**config.mk**
```make
export PLATFORM = sky130hd
export DESIGN_NAME = neptuno_joy_reader
export DESIGN_NICKNAME = d
export VERILOG_FILES = /design/src/rtl/neptuno_joy_pkg.sv /design/src/rtl/joy_tick_gen.sv /design/src/rtl/neptuno_joy_reader.sv
export SDC_FILE = /design/constraint.sdc
export NUM_CORES = 1
export LEC_CHECK = 0
export BUFFER_PORTS_ARGS = -buffer_cell sky130_fd_sc_hd__buf_4
export CORE_ASPECT_RATIO = 1.2
export CORE_MARGIN = 2
export CORE_UTILIZATION = 42
export DETAILED_ROUTE_END_ITERATION = 8
export PLACE_DENSITY = 0.71
export SLEW_MARGIN = 20
export SYNTH_ARGS = -nofsm -noshare
export SYNTH_HDL_FRONTEND = slang
export SYNTH_SLANG_ARGS = --single-unit
```
**constraint.sdc**
```tcl
create_clock -name CLOCK_50 -period 3.1 [get_ports CLOCK_50]
set_input_delay 0.62 -clock CLOCK_50 [delete_from_list [all_inputs] [get_ports CLOCK_50]]
set_output_delay 0.62 -clock CLOCK_50 [all_outputs]
set_load 0.1 [all_outputs]
```
**src/rtl/neptuno_joy_pkg.sv**
```systemverilog
// Shared definitions for the neptUNO DB9 joystick scanner: FSM states,
// chain width, raw sample order and output bit layout.
package neptuno_joy_pkg;

  typedef enum logic [2:0] {
    ST_GAP,
    ST_SEL_SETUP,
    ST_LOAD,
    ST_SHIFT_H,
    ST_SHIFT_L,
    ST_DONE
  } state_t;

  localparam int unsigned JOY_BITS    = 16;
  localparam int unsigned PLAYER_BITS = 8;

  // Output word layout (active high)
  localparam int unsigned JOY_RIGHT = 0;
  localparam int unsigned JOY_LEFT  = 1;
  localparam int unsigned JOY_DOWN  = 2;
  localparam int unsigned JOY_UP    = 3;
  localparam int unsigned JOY_B     = 4;
  localparam int unsigned JOY_C     = 5;
  localparam int unsigned JOY_A     = 6;
  localparam int unsigned JOY_START = 7;

  // Raw sample order within one player's byte of the chain
  localparam int unsigned RAW_UP    = 0;
  localparam int unsigned RAW_DOWN  = 1;
  localparam int unsigned RAW_LEFT  = 2;
  localparam int unsigned RAW_RIGHT = 3;
  localparam int unsigned RAW_B     = 4;
  localparam int unsigned RAW_C     = 5;
  localparam int unsigned RAW_A     = 4;
  localparam int unsigned RAW_START = 5;

  // hi: raw positions 0..5 of the SEL=1 phase; ab: {start, A} from the SEL=0 phase
  function automatic logic [7:0] map_player(input logic [5:0] hi, input logic [1:0] ab);
    logic [7:0] m;
    m            = '0;
    m[JOY_RIGHT] = hi[RAW_RIGHT];
    m[JOY_LEFT]  = hi[RAW_LEFT];
    m[JOY_DOWN]  = hi[RAW_DOWN];
    m[JOY_UP]    = hi[RAW_UP];
    m[JOY_B]     = hi[RAW_B];
    m[JOY_C]     = hi[RAW_C];
    m[JOY_A]     = ab[0];
    m[JOY_START] = ab[1];
    return m;
  endfunction

endpackage

```
**src/rtl/joy_tick_gen.sv**
```systemverilog
// Prescaler for the joystick scanner: one-cycle tick every CLK_DIV clocks.
module joy_tick_gen #(
  parameter int unsigned CLK_DIV = 25
) (
  input  logic clk,
  input  logic rst,
  output logic tick
);

  localparam int unsigned CW = $clog2(CLK_DIV);

  logic [CW-1:0] count;

  assign tick = (count == CW'(CLK_DIV - 1));

  always_ff @(posedge clk) begin
    if (rst)       count <= '0;
    else if (tick) count <= '0;
    else           count <= count + CW'(1);
  end

endmodule

```
**src/rtl/neptuno_joy_reader.sv**
```systemverilog
// DB9 joystick scanner driving the neptUNO 74HC165 chain.
// Define JOY_MEGADRIVE_EN for the two-phase scan that adds A and start.
module neptuno_joy_reader
  import neptuno_joy_pkg::*;
#(
  parameter int unsigned CLK_DIV  = 25,
  parameter int unsigned SCAN_GAP = 64
) (
  input  logic       CLOCK_50,
  input  logic       RESET,
  input  logic       JOY_DATA,
  output logic       JOY_CLK,
  output logic       JOY_LOAD,
  output logic       JOY_SEL,
  output logic [7:0] joy1,
  output logic [7:0] joy2,
  output logic       joy_valid
);

  localparam int unsigned GAP_W = (SCAN_GAP > 1) ? $clog2(SCAN_GAP) : 1;
  localparam int unsigned P2    = PLAYER_BITS;

  logic                tick;
  logic [1:0]          data_sync;
  state_t              state;
  logic [GAP_W-1:0]    gap_cnt;
  logic [3:0]          k;
  logic [JOY_BITS-1:0] raw;
  logic [JOY_BITS-1:0] hold_hi;
  logic                spare_unused;

  joy_tick_gen #(.CLK_DIV(CLK_DIV)) u_tick (
    .clk (CLOCK_50),
    .rst (RESET),
    .tick(tick)
  );

  always_ff @(posedge CLOCK_50) begin
    if (RESET) data_sync <= '1;
    else       data_sync <= {data_sync[0], JOY_DATA};
  end

`ifdef JOY_MEGADRIVE_EN
  logic                phase;
  logic [JOY_BITS-1:0] hold_lo;
  assign spare_unused = ^{hold_hi[7:6], hold_hi[15:14],
                          hold_lo[3:0], hold_lo[7:6], hold_lo[11:8], hold_lo[15:14]};
`else
  assign JOY_SEL      = 1'b1;
  assign spare_unused = ^{hold_hi[7:6], hold_hi[15:14]};
`endif

  always_ff @(posedge CLOCK_50) begin
    if (RESET) begin
      state     <= ST_GAP;
      gap_cnt   <= '0;
      k         <= '0;
      raw       <= '0;
      hold_hi   <= '0;
      JOY_CLK   <= 1'b0;
      JOY_LOAD  <= 1'b1;
      joy1      <= '0;
      joy2      <= '0;
      joy_valid <= 1'b0;
`ifdef JOY_MEGADRIVE_EN
      phase     <= 1'b0;
      hold_lo   <= '0;
      JOY_SEL   <= 1'b1;
`endif
    end else begin
      joy_valid <= 1'b0;
      if (tick) begin
        unique case (state)
          ST_GAP: begin
            if (gap_cnt == GAP_W'(SCAN_GAP - 1)) begin
              gap_cnt <= '0;
              state   <= ST_SEL_SETUP;
`ifdef JOY_MEGADRIVE_EN
              phase   <= 1'b0;
`endif
            end else begin
              gap_cnt <= gap_cnt + GAP_W'(1);
            end
          end
          ST_SEL_SETUP: begin
            JOY_LOAD <= 1'b0;
            state    <= ST_LOAD;
          end
          ST_LOAD: begin
            JOY_LOAD <= 1'b1;
            k        <= '0;
            state    <= ST_SHIFT_H;
          end
          // Sample before raising JOY_CLK: the chain moves to the next bit on this edge
          ST_SHIFT_H: begin
            raw[k]  <= ~data_sync[1];
            JOY_CLK <= 1'b1;
            state   <= ST_SHIFT_L;
          end
          ST_SHIFT_L: begin
            JOY_CLK <= 1'b0;
            if (k == 4'(JOY_BITS - 1)) begin
`ifdef JOY_MEGADRIVE_EN
              if (!phase) begin
                hold_hi <= raw;
                phase   <= 1'b1;
                JOY_SEL <= 1'b0;
                state   <= ST_SEL_SETUP;
              end else begin
                hold_lo <= raw;
                JOY_SEL <= 1'b1;
                state   <= ST_DONE;
              end
`else
              hold_hi <= raw;
              state   <= ST_DONE;
`endif
            end else begin
              k     <= k + 4'd1;
              state <= ST_SHIFT_H;
            end
          end
          ST_DONE: begin
`ifdef JOY_MEGADRIVE_EN
            joy1 <= map_player(hold_hi[RAW_C:RAW_UP], hold_lo[RAW_START:RAW_A]);
            joy2 <= map_player(hold_hi[P2+RAW_C:P2+RAW_UP], hold_lo[P2+RAW_START:P2+RAW_A]);
`else
            joy1 <= map_player(hold_hi[RAW_C:RAW_UP], 2'b00);
            joy2 <= map_player(hold_hi[P2+RAW_C:P2+RAW_UP], 2'b00);
`endif
            joy_valid <= 1'b1;
            state     <= ST_GAP;
          end
          default: state <= ST_GAP;
        endcase
      end
    end
  end

endmodule

```
Word-level counts from Yosys, hierarchy flattened

Cells that the tools add are included.

Add/subtract/negate cells: 3
$mul: 0
Divide/modulo/power cells: 0
$lt $le $gt $ge: 2
Equal/unequal tests: 10
Shifts and indexed selects: 0
Multiplexer cells: 12
Bitwise logic cells: 2
Reductions and logical operators: 15

Operator list:

| kind                                                 | number |
|---|---|
| bitwise mux 16 bit                                   | 1 |
| one-hot mux 3 bit (5 select lines)                   | 1 |
| AND reduction 2 bit                                  | 6 |
| one-hot mux 4 bit (2 select lines)                   | 1 |
| adder 6 x 1 -> 6 bit (second input constant)         | 1 |
| equality test 3 x 2 -> 1 bit (second input constant) | 2 |
| equality test 3 bit (second input constant)          | 2 |
| equality test 6 bit (second input constant)          | 1 |
| two-way mux 3 bit                                    | 2 |
| two-way mux 6 bit                                    | 1 |
| AND reduction 3 bit                                  | 2 |
| nonzero test 2 bit                                   | 3 |
| adder 5 x 1 -> 5 bit (second input constant)         | 1 |
| equality test 5 bit (second input constant)          | 1 |
| < comparator 4 x 5 -> 1 bit (second input constant)  | 1 |
| adder 4 x 1 -> 4 bit (second input constant)         | 1 |
| demux 1 bit (select 4 bit)                           | 1 |
| equality test 4 bit (second input constant)          | 1 |
| >= comparator 4 x 1 -> 1 bit (second input constant) | 1 |
| two-way mux 4 bit                                    | 1 |
| != test 2 bit (second input constant)                | 2 |
| one-hot mux 1 bit (2 select lines)                   | 2 |
| OR reduction 2 bit                                   | 2 |
| equality test 3 x 1 -> 1 bit (second input constant) | 1 |
| other kinds (4)                                      | 6 |

Register bits after elaboration: 65
Bits in latches: 0
Bits in writable memories: 0
ROM bits: 0
Word-level logic and storage cells: 56
Memories: 0

Logic depth before layout (Yosys ltp)

Gate-level depths: netlist of the first run.

Depth after elaboration: 5
Depth in mapped cells: 8

Hierarchy

From an unflattened synthesis of the first run, not the netlist that was laid out.

Cells, all modules: 314
Area, all modules: 2712.6 um2

By module, submodules not included:

| module             | times used | cells each | area an instance (um2) | sequential area each (um2) |
|---|---|---|---|---|
| neptuno_joy_reader | 1          | 291        | 2442.3                 | 1081.0 |
| joy_tick_gen       | 1          | 23         | 270.3                  | 100.1 |

Least setup slack after synthesis of the first run

Ideal clock, no wire load.

Path type: flip-flop to flip-flop
Start: register k[0]
End: register k[1]
Data arrival time: 1.794 ns
Required time: 3.033 ns
Slack: 1.238 ns
Stages on the path, launching flop included: 7
Clock period less this slack: 1.862 ns
Cells stage by stage: dfxtp_1 > ha_1 > buf_4 > and4b_1 > or4_4 > or3_1 > a21oi_2

Cells in the longest elaborated chain, start to end: 3
Elaborated cells on any way between the ends: 6
Classes of those cells: add/sub (1); eq/ne (2); mux (2); reduce/logical (1)

RTL lines:

| element                                                                          | RTL line                                             | RTL |
|---|---|---|
| start: declaration                                                               | neptuno_joy_reader.sv:27                             | `logic [3:0] k;` |
| start signal: assignment                                                         | neptuno_joy_reader.sv:119                            | `k <= k + 4'd1;` |
| adder 4 x 1 -> 4 bit / equality test 4 bit (equally long branches)               | neptuno_joy_reader.sv:119, neptuno_joy_reader.sv:102 |  |
| two-way mux 4 bit / != test 2 bit (equally long branches)                        | -                                                    |  |
| one-hot mux 4 bit (2 select lines) / AND reduction 3 bit (equally long branches) | -                                                    |  |

Several ways; a longest one is shown, not always the timed one. The select of a mux whose other input is x is not followed.
A chain may end at the register's enable or synchronous reset.

Worst setup path in the final report of the first run

Start: register u_tick.count[0]
End: register raw[8]

Cells in the longest elaborated chain, start to end: 2

RTL lines:

| element                              | RTL line                 | RTL |
|---|---|---|
| start: declaration                   | joy_tick_gen.sv:12       | `logic [CW-1:0] count;` |
| start signal: assignment             | joy_tick_gen.sv:19       | `else count <= count + CW'(1);` |
| equality test 5 bit                  | joy_tick_gen.sv:14       | `assign tick = (count == CW'(CLK_DIV - 1));` |
| AND reduction 2 bit (no source line) | -                        |  |
| end signal: indexed assignment       | neptuno_joy_reader.sv:96 | `raw[k] <= ~data_sync[1];` |
| end: declaration                     | neptuno_joy_reader.sv:28 | `logic [JOY_BITS-1:0] raw;` |

Every way passes these cells.

==> impl_metrics.tcl, run 1 <==
set metrics [dict create \
    io_buffers 17 \
    placed_cells 351 \
    routed_wirelength_um 4472 \
    syn_area_um2 2564 \
    power_density_nw_per_um2 500.6 \
    grt_pass1_wl_um 7824 \
    post-cts-setup-buffer-count 0 \
    clock_path_buffers 2 \
    root_buffer "clkbuf_8" \
    grt.busiest_layer "met2" \
    fmax_mhz 421.1 \
    path_class "reg2reg" \
    clk_latency_ns 0.34 \
    cts_sinks 59 \
    internal_power_mw 1.104 \
    sw_frac_of_total_pct 22.90 \
    ir_drop_v 0.0002325 \
    die_y_um 89.59 \
    die-area_um2 6748 \
    critical_path.startpoint_type "register" \
    vias 1884 \
    wire_per_inst_um 12.19 \
    post_cts_resize_count 0 \
    rsz0062_at_grt "false" \
    clk_pin_slew_ns 0.06 \
    die_w_um 75.32 \
    yosysWarnings 0 \
    tritoncts "built" \
    core_um2 5973 \
    rows 31 \
    fin_crit_sh_pct 76.61 \
    fin_skew_ns 0.005116 \
    h-tree-depth 3 \
    finalSetupTns_ns 0 \
    pin_count 23 \
    min_path_type "reg2reg" \
    drv_slew 0 \
    cp-end-kind "register" \
    grt_use_met2_pct 25.14 \
    ant_nets 0 \
    syn_inst 271 \
    async_reset_ff_share_pct 0 \
    first_iter_violations 137 \
    drive_gt1_share_pct 14.39 \
    finalCriticalPeriod_ns 2.375 \
    setup_viol 0 \
    sequentialPowerShare_pct 53.7 \
    start_util_pct 42.92 \
    p_switching_mw 0.3280 \
    syn_area_per_cell_um2 9.460 \
    worst_pin_slew_ns 0.6512 \
    path_max_fanout 18 \
    fin_cells 367 \
    grt_pass1_vias 1802 \
    crit_required_ns 3.29 \
    p_clk_share_pct 42.6 \
    gr-total-overflow 0 \
    cts_hold_buf 0 \
    finalNetCount 290 \
    synth_edf_count 0 \
    grt_antenna_before_repair 0 \
    cts_buffers 9 \
    p_leak_nw 0.9922 \
    hpwl_um 2900 \
    grt_usage_pct 15.36 \
    combPwrFrac_pct 3.7 \
    drtPass1Iterations 4 \
    drc 0 \
    cap_violations 0 \
    outcome "completed" \
    synth_cell_types 41 \
    diodes 0 \
    synthFlopType "dfxtp_1" \
    viasPerCell 5.134 \
    relSlewSlack_pct 56.44 \
    power_mw 1.432 \
    grt_max_degree 57 \
    yosysSeqAreaShare_pct 46.07 \
    areaGrowthSynthToFinish_pct 11.57 \
    use_met1_pct 17.06 \
    gp_congestion 0.7864 \
    grtUsageMet3_pct 4.911 \
    critical_path_arrival_ns 2.57 \
    finalHoldViolCount 0 \
    ys_seq_elements 59 \
]
## cell families after synthesis
group | Yosys count | synth area share (%)
other | 2 | 0.2929
adders and majority gates | 7 | 3.416
xor gates and xnor gates | 9 | 3.074
buffers and inverters | 29 | 5.906
and+or+nand+nor | 94 | 19.18
DFF | 59 | 46.07
AOI/OAI and AO/OA | 46 | 12.30
muxes | 25 | 9.761
## worst max-delay path, stage by stage (launching register included)
cell	delay, ns
dfxtp_1	0.33
inv_1	0.06
ha_1	0.17
nand4b_1	0.52
nor3_4	0.73
and2_1	0.31
a311oi_1	0.12
## power groups by stage
| stage | combinational, mW | clock [mW] | sequential [mW] |
|---|---|---|---|
| final | 0.0535 | 0.610 | 0.768 |
| after global routing | 0.0580 | 0.670 | 0.769 |
| after CTS | 0.0541 | 0.631 | 0.768 |
| after detailed placement | 0.0540 | 0 | 0.785 |
| after global placement | 0.0537 | 0 | 0.785 |
| after floorplan | 0.0520 | 0 | 0.786 |
## synth_stat cells (2+ instances only)
cell	n	share of area, %
xnor2_1	5	1.7
nor2_1	37	5.4
or3b_1	2	0.68
nor3_1	6	1.2
mux2i_1	25	9.8
nor4_1	2	0.49
o21ai_0	2	0.39
or2_2	2	0.49
or3_1	4	0.98
nor2b_1	4	0.98
dfxtp_1	59	46
inv_1	5	0.73
and4b_1	2	0.78
buf_2	4	0.78
buf_4	8	2.3
nand2_1	13	1.9
ha_1	7	3.4
a31oi_1	12	2.9
a311oi_1	12	4.1
conb_1	2	0.29
xor2_1	4	1.4
nor3_4	2	1.3
clkbuf_1	11	1.6
and2_1	6	1.5
a211oi_1	2	0.59
nand3_1	8	1.6
a21oi_1	11	2.1
## placed cells by master (no fill, tap or decap), types with 3 or more instances in the layout
cell type / synthesis / layout
mux2i_1: 25 / 25
and2_1: 6 / 6
or3_1: 4 / 4
dfxtp_1: 59 / 59
nor2b_1: 4 / 4
a31oi_1: 12 / 12
nand3_1: 8 / 8
ha_1: 7 / 7
a311oi_1: 12 / 12
clkbuf_1: 11 / 3
inv_1: 5 / 5
a21oi_1: 11 / 11
conb_1: 2 / 5
nand2_1: 13 / 13
nor3_1: 6 / 6
xor2_1: 4 / 4
buf_4: 8 / 19
clkbuf_8: 0 / 11
nor2_1: 37 / 37
xnor2_1: 5 / 5
## sequential cells by signal, summed over array words and instances (netlist names), 3 cells and up
signal	cells
gap_cnt	6
hold_hi	12
joy1	6
joy2	6
k	4
raw	12
state	3
u_tick.count	5
## layer usage
metal  vias up  wire length [um]
met2        35              2191
met3        11               201
li1        974                 -
met1       864              1966
met5         -                 0
met4         0               113
## final cells by class
cell class	instances	area, um2
fillers	618	3113
clock inverters	2	10.01
repair buffers	19	142.6
clock buffers	14	162.7
inverters	5	18.77
multi-input cells	186	1242
well taps	82	102.6
flip-flops and latches	59	1181
## stage by stage
stage / utilization, % / hold slack [ns] / area, um2 / setup WS [ns]
after detailed placement: 44.99 / 0.3969 / 2688 / 0.7814
after CTS: 47.88 / 0.4117 / 2860 / 0.7535
after global routing: 47.88 / 0.4230 / 2860 / 0.5144
final: 47.88 / 0.4073 / 2860 / 0.7252
after floorplan: - / 0.3895 / 2575 / 1.238
after global placement: 44.99 / 0.3937 / 2688 / 0.8732
## path summary, 6_finish.rpt
kind / startpoint / end / slack (ns) / cells after the start
setup / recovery: u_tick.count[0]$_SDFF_PP0_ / raw[8]$_SDFFE_PP0P_ / 0.73 / 6
hold / removal: data_sync[0]$_SDFF_PP1_ / data_sync[1]$_SDFF_PP1_ / 0.41 / 1
setup reg to reg: u_tick.count[0]$_SDFF_PP0_ / raw[8]$_SDFFE_PP0P_ / 0.73 / 6
hold reg to reg: data_sync[0]$_SDFF_PP1_ / data_sync[1]$_SDFF_PP1_ / 0.41 / 1
Note: power is estimated with default switching activity, not from simulation.
==> run 2, diff against run 1 <==
Settings changed: ABC_AREA set to 1.
Clock period 3.1 ns to 2.28 ns, I/O delays scaled along.
==> run 2 against run 1 <==
Compared with the run above:
- clock skew rose by 0.0070 ns
- non-clock buffer count rose by 3
- core utilization rose by 0.57 points
- die area rose by 5.1%
- clock power rose by 56%
- fmax rose by 36%
- global-route usage fell by 0.11 points
- via count rose by 21%
- first-iteration DRC count fell by 62%
- wire length rose by 8.5%
- critical path depth rose by 3
- clock-buffer cell count fell by 5
- critical path type unchanged
- critical endpoint is now hold_hi[8]$_SDFFE_PP0P_
- largest power group unchanged
==> impl_metrics.tcl, run 2 <==
set metrics [dict create \
    path_common_cell "nor2_1" \
    setup_viol 0 \
    diodes 0 \
    routed_wirelength_um 4852 \
    synth_edf_count 0 \
    synth_top_area_cell "dfxtp_1" \
    ys_seq_elements 59 \
    root_buffer "clkbuf_8" \
    die_w_um 77.21 \
    grt_pass1_vias 2056 \
    gp_congestion 0.7634 \
    fmax_mhz 574.3 \
    finalCriticalPeriod_ns 1.741 \
    sequentialPowerShare_pct 50.1 \
    drv_slew 0 \
    ant_nets 0 \
    mostFrequentLayoutCells "nor2_1 (93), dfxtp_1 (59), nand2_1 (58)" \
    layout_commonest_cell "nor2_1" \
    p_leak_nw 1.216 \
    clk_pin_slew_ns 0.08 \
    synthFlopType "dfxtp_1" \
    p_switching_mw 0.5125 \
    start_util_pct 42.70 \
    synth_area_leaders "dfxtp_1 (44%), nor2_1 (13%), nand2_1 (8.1%)" \
    crit_path_max_incr_delay_ns 0.38 \
    synth_common_cells "nor2_1 (93), dfxtp_1 (59), nand2_1 (58), inv_1 (29), nand3_1 (25)" \
    gr-total-overflow 0 \
    crit_required_ns 2.51 \
    worst_slack_ns 0.5388 \
    rsz0062_at_grt "false" \
    synth_cell_types 28 \
    drc 0 \
    io_buffers 17 \
    finalNetCount 405 \
    ir_drop_v 0.0003374 \
    areaGrowthSynthToFinish_pct 13.48 \
    wire_per_inst_um 10.00 \
    grt_antenna_before_repair 0 \
    combPwrFrac_pct 4.1 \
    fillers 650 \
    power_mw 2.076 \
    die_y_um 91.85 \
    vias 2277 \
    pin_count 23 \
    p_clk_share_pct 45.8 \
    internal_power_mw 1.564 \
    die-area_um2 7092 \
    hpwl_um 3536 \
    cts_buffers 9 \
    crit_chain "inv_1 -> ha_1 -> nand2_1 -> nor2_2 -> buf_4 -> nand2_2 -> clkinv_2 -> nor2_1 -> nor2_1" \
    post-place-ws_ns 0.5617 \
    drive_gt1_share_pct 15.00 \
    critical_path_arrival_ns 1.97 \
    tritoncts "built" \
    cp_slowest_cell "dfxtp_1" \
    fin_skew_ns 0.01216 \
    yosysWarnings 0 \
    post_cts_resize_count 0 \
    finalHoldViolCount 0 \
    cts_hold_buf 0 \
    drtPass1Iterations 4 \
    cts_sinks 59 \
    yosysMostFrequentCell "nor2_1" \
    fin_crit_sh_pct 76.37 \
    yosysTopAreaCellShare_pct 43.72 \
    min_path_type "in2reg" \
    critical_path.startpoint_type "register" \
    viasPerCell 4.695 \
    yosysSeqAreaShare_pct 43.72 \
    finalSetupTns_ns 0 \
    syn_inst 379 \
    grt_usage_pct 15.25 \
    outcome "completed" \
    sw_frac_of_total_pct 24.69 \
    clk_latency_ns 0.34 \
    async_reset_ff_share_pct 0 \
    cp-end-kind "register" \
    cap_violations 0 \
    h-tree-depth 3 \
    clock_path_buffers 2 \
    grt_max_degree 27 \
    core_um2 6326 \
    power_density_nw_per_um2 677.2 \
    first_iter_violations 52 \
    path_class "reg2reg" \
    finalHoldWorstSlack_ns 0.3060 \
    largestRegisters "hold_hi (12), raw (12)" \
    grt_pass1_wl_um 8583 \
    syn_area_per_cell_um2 7.128 \
    rows 32 \
    post-cts-setup-buffer-count 0 \
    syn_area_um2 2701 \
    path_max_fanout 14 \
]
[run 2: cell types whose count changed in the layout (fill, tap and decap cells not counted), sizes merged, moves of 10 or more]
| cell | change |
|---|---|
| a311oi | -12 |
| a31oi | -11 |
| inv | +29 |
| nand3 | +17 |
| mux2i | -25 |
| o21ai | +28 |
| nand2 | +50 |
| nand4 | +10 |
| nor2 | +63 |
[run 2: final timing paths]
kind                                           endpoint                  startpoint  slack [ns]  depth (start not counted)
worst max-delay path            hold_hi[8]$_SDFFE_PP0P_  u_tick.count[0]$_SDFF_PP0_        0.54                          9
worst min-delay path            data_sync[0]$_SDFF_PP1_                    JOY_DATA        0.31                          2
worst max register to register  hold_hi[8]$_SDFFE_PP0P_  u_tick.count[0]$_SDFF_PP0_        0.54                          9
worst min register to register  data_sync[1]$_SDFF_PP1_     data_sync[0]$_SDFF_PP1_        0.42                          1
[run 2: logic make-up (layout without fill, tap and decap cells)]
kind of cell / Yosys count / in the layout / share of synthesized area, %
simple gates: 206 / 206 / 33.39
flops: 59 / 59 / 43.72
buf+inv: 55 / 73 / 9.772
compound gates: 48 / 48 / 8.940
fa+ha+maj: 7 / 7 / 3.242
other cells: 2 / 5 / 0.2780
xor+xnor: 2 / 2 / 0.6486
[run 2: worst max-delay path: cells and delay by family (launching register included)]
| family | cells | cell delay, ns |
|---|---|---|
| adders and majority gates | 1 | 0.19 |
| buffers and inverters | 3 | 0.45 |
| DFF | 1 | 0.38 |
| and+or+nand+nor | 5 | 0.61 |
[run 2: power groups by stage]
stage | registers (mW) | clock network, mW | logic [mW]
after floorplan | 1.06 | 0 | 0.0776
after global placement | 1.06 | 0 | 0.0847
after detailed placement | 1.06 | 0 | 0.0848
after CTS | 1.04 | 0.981 | 0.0850
after global routing | 1.04 | 1.04 | 0.0944
final | 1.04 | 0.951 | 0.0845
[run 2: layout make-up]
cell class                 instances  area [um2]  share of cell area, %
multi-input combinational        268        1267                  41.35
sequential                        59        1181                  38.53
timing repair buffer              22       177.7                  5.796
clock buffer                       9       123.9                  4.041
tap                               85       106.4                  3.469
inverter                          35       132.6                  4.327
clock inverter                     7       76.32                  2.490
[run 2: stage by stage]
stage,utilization [%],instances,area (um2)
3_5_place_dp,45.29,469,2865
3_3_place_gp,45.29,469,2865
4_1_cts,48.46,485,3065
5_1_grt,48.46,485,3065
2_1_floorplan,-,382,2713
6_report,48.46,485,3065
[run 2: metal layers]
metal / vias up / wire length (um) / GRT usage (%)
met3: 7 / 209 / 6.102
met5: - / 0 / 0
met4: 0 / 81 / 7.143
met2: 43 / 2375 / 26.30
li1: 1221 / - / -
met1: 1006 / 2186 / 16.15
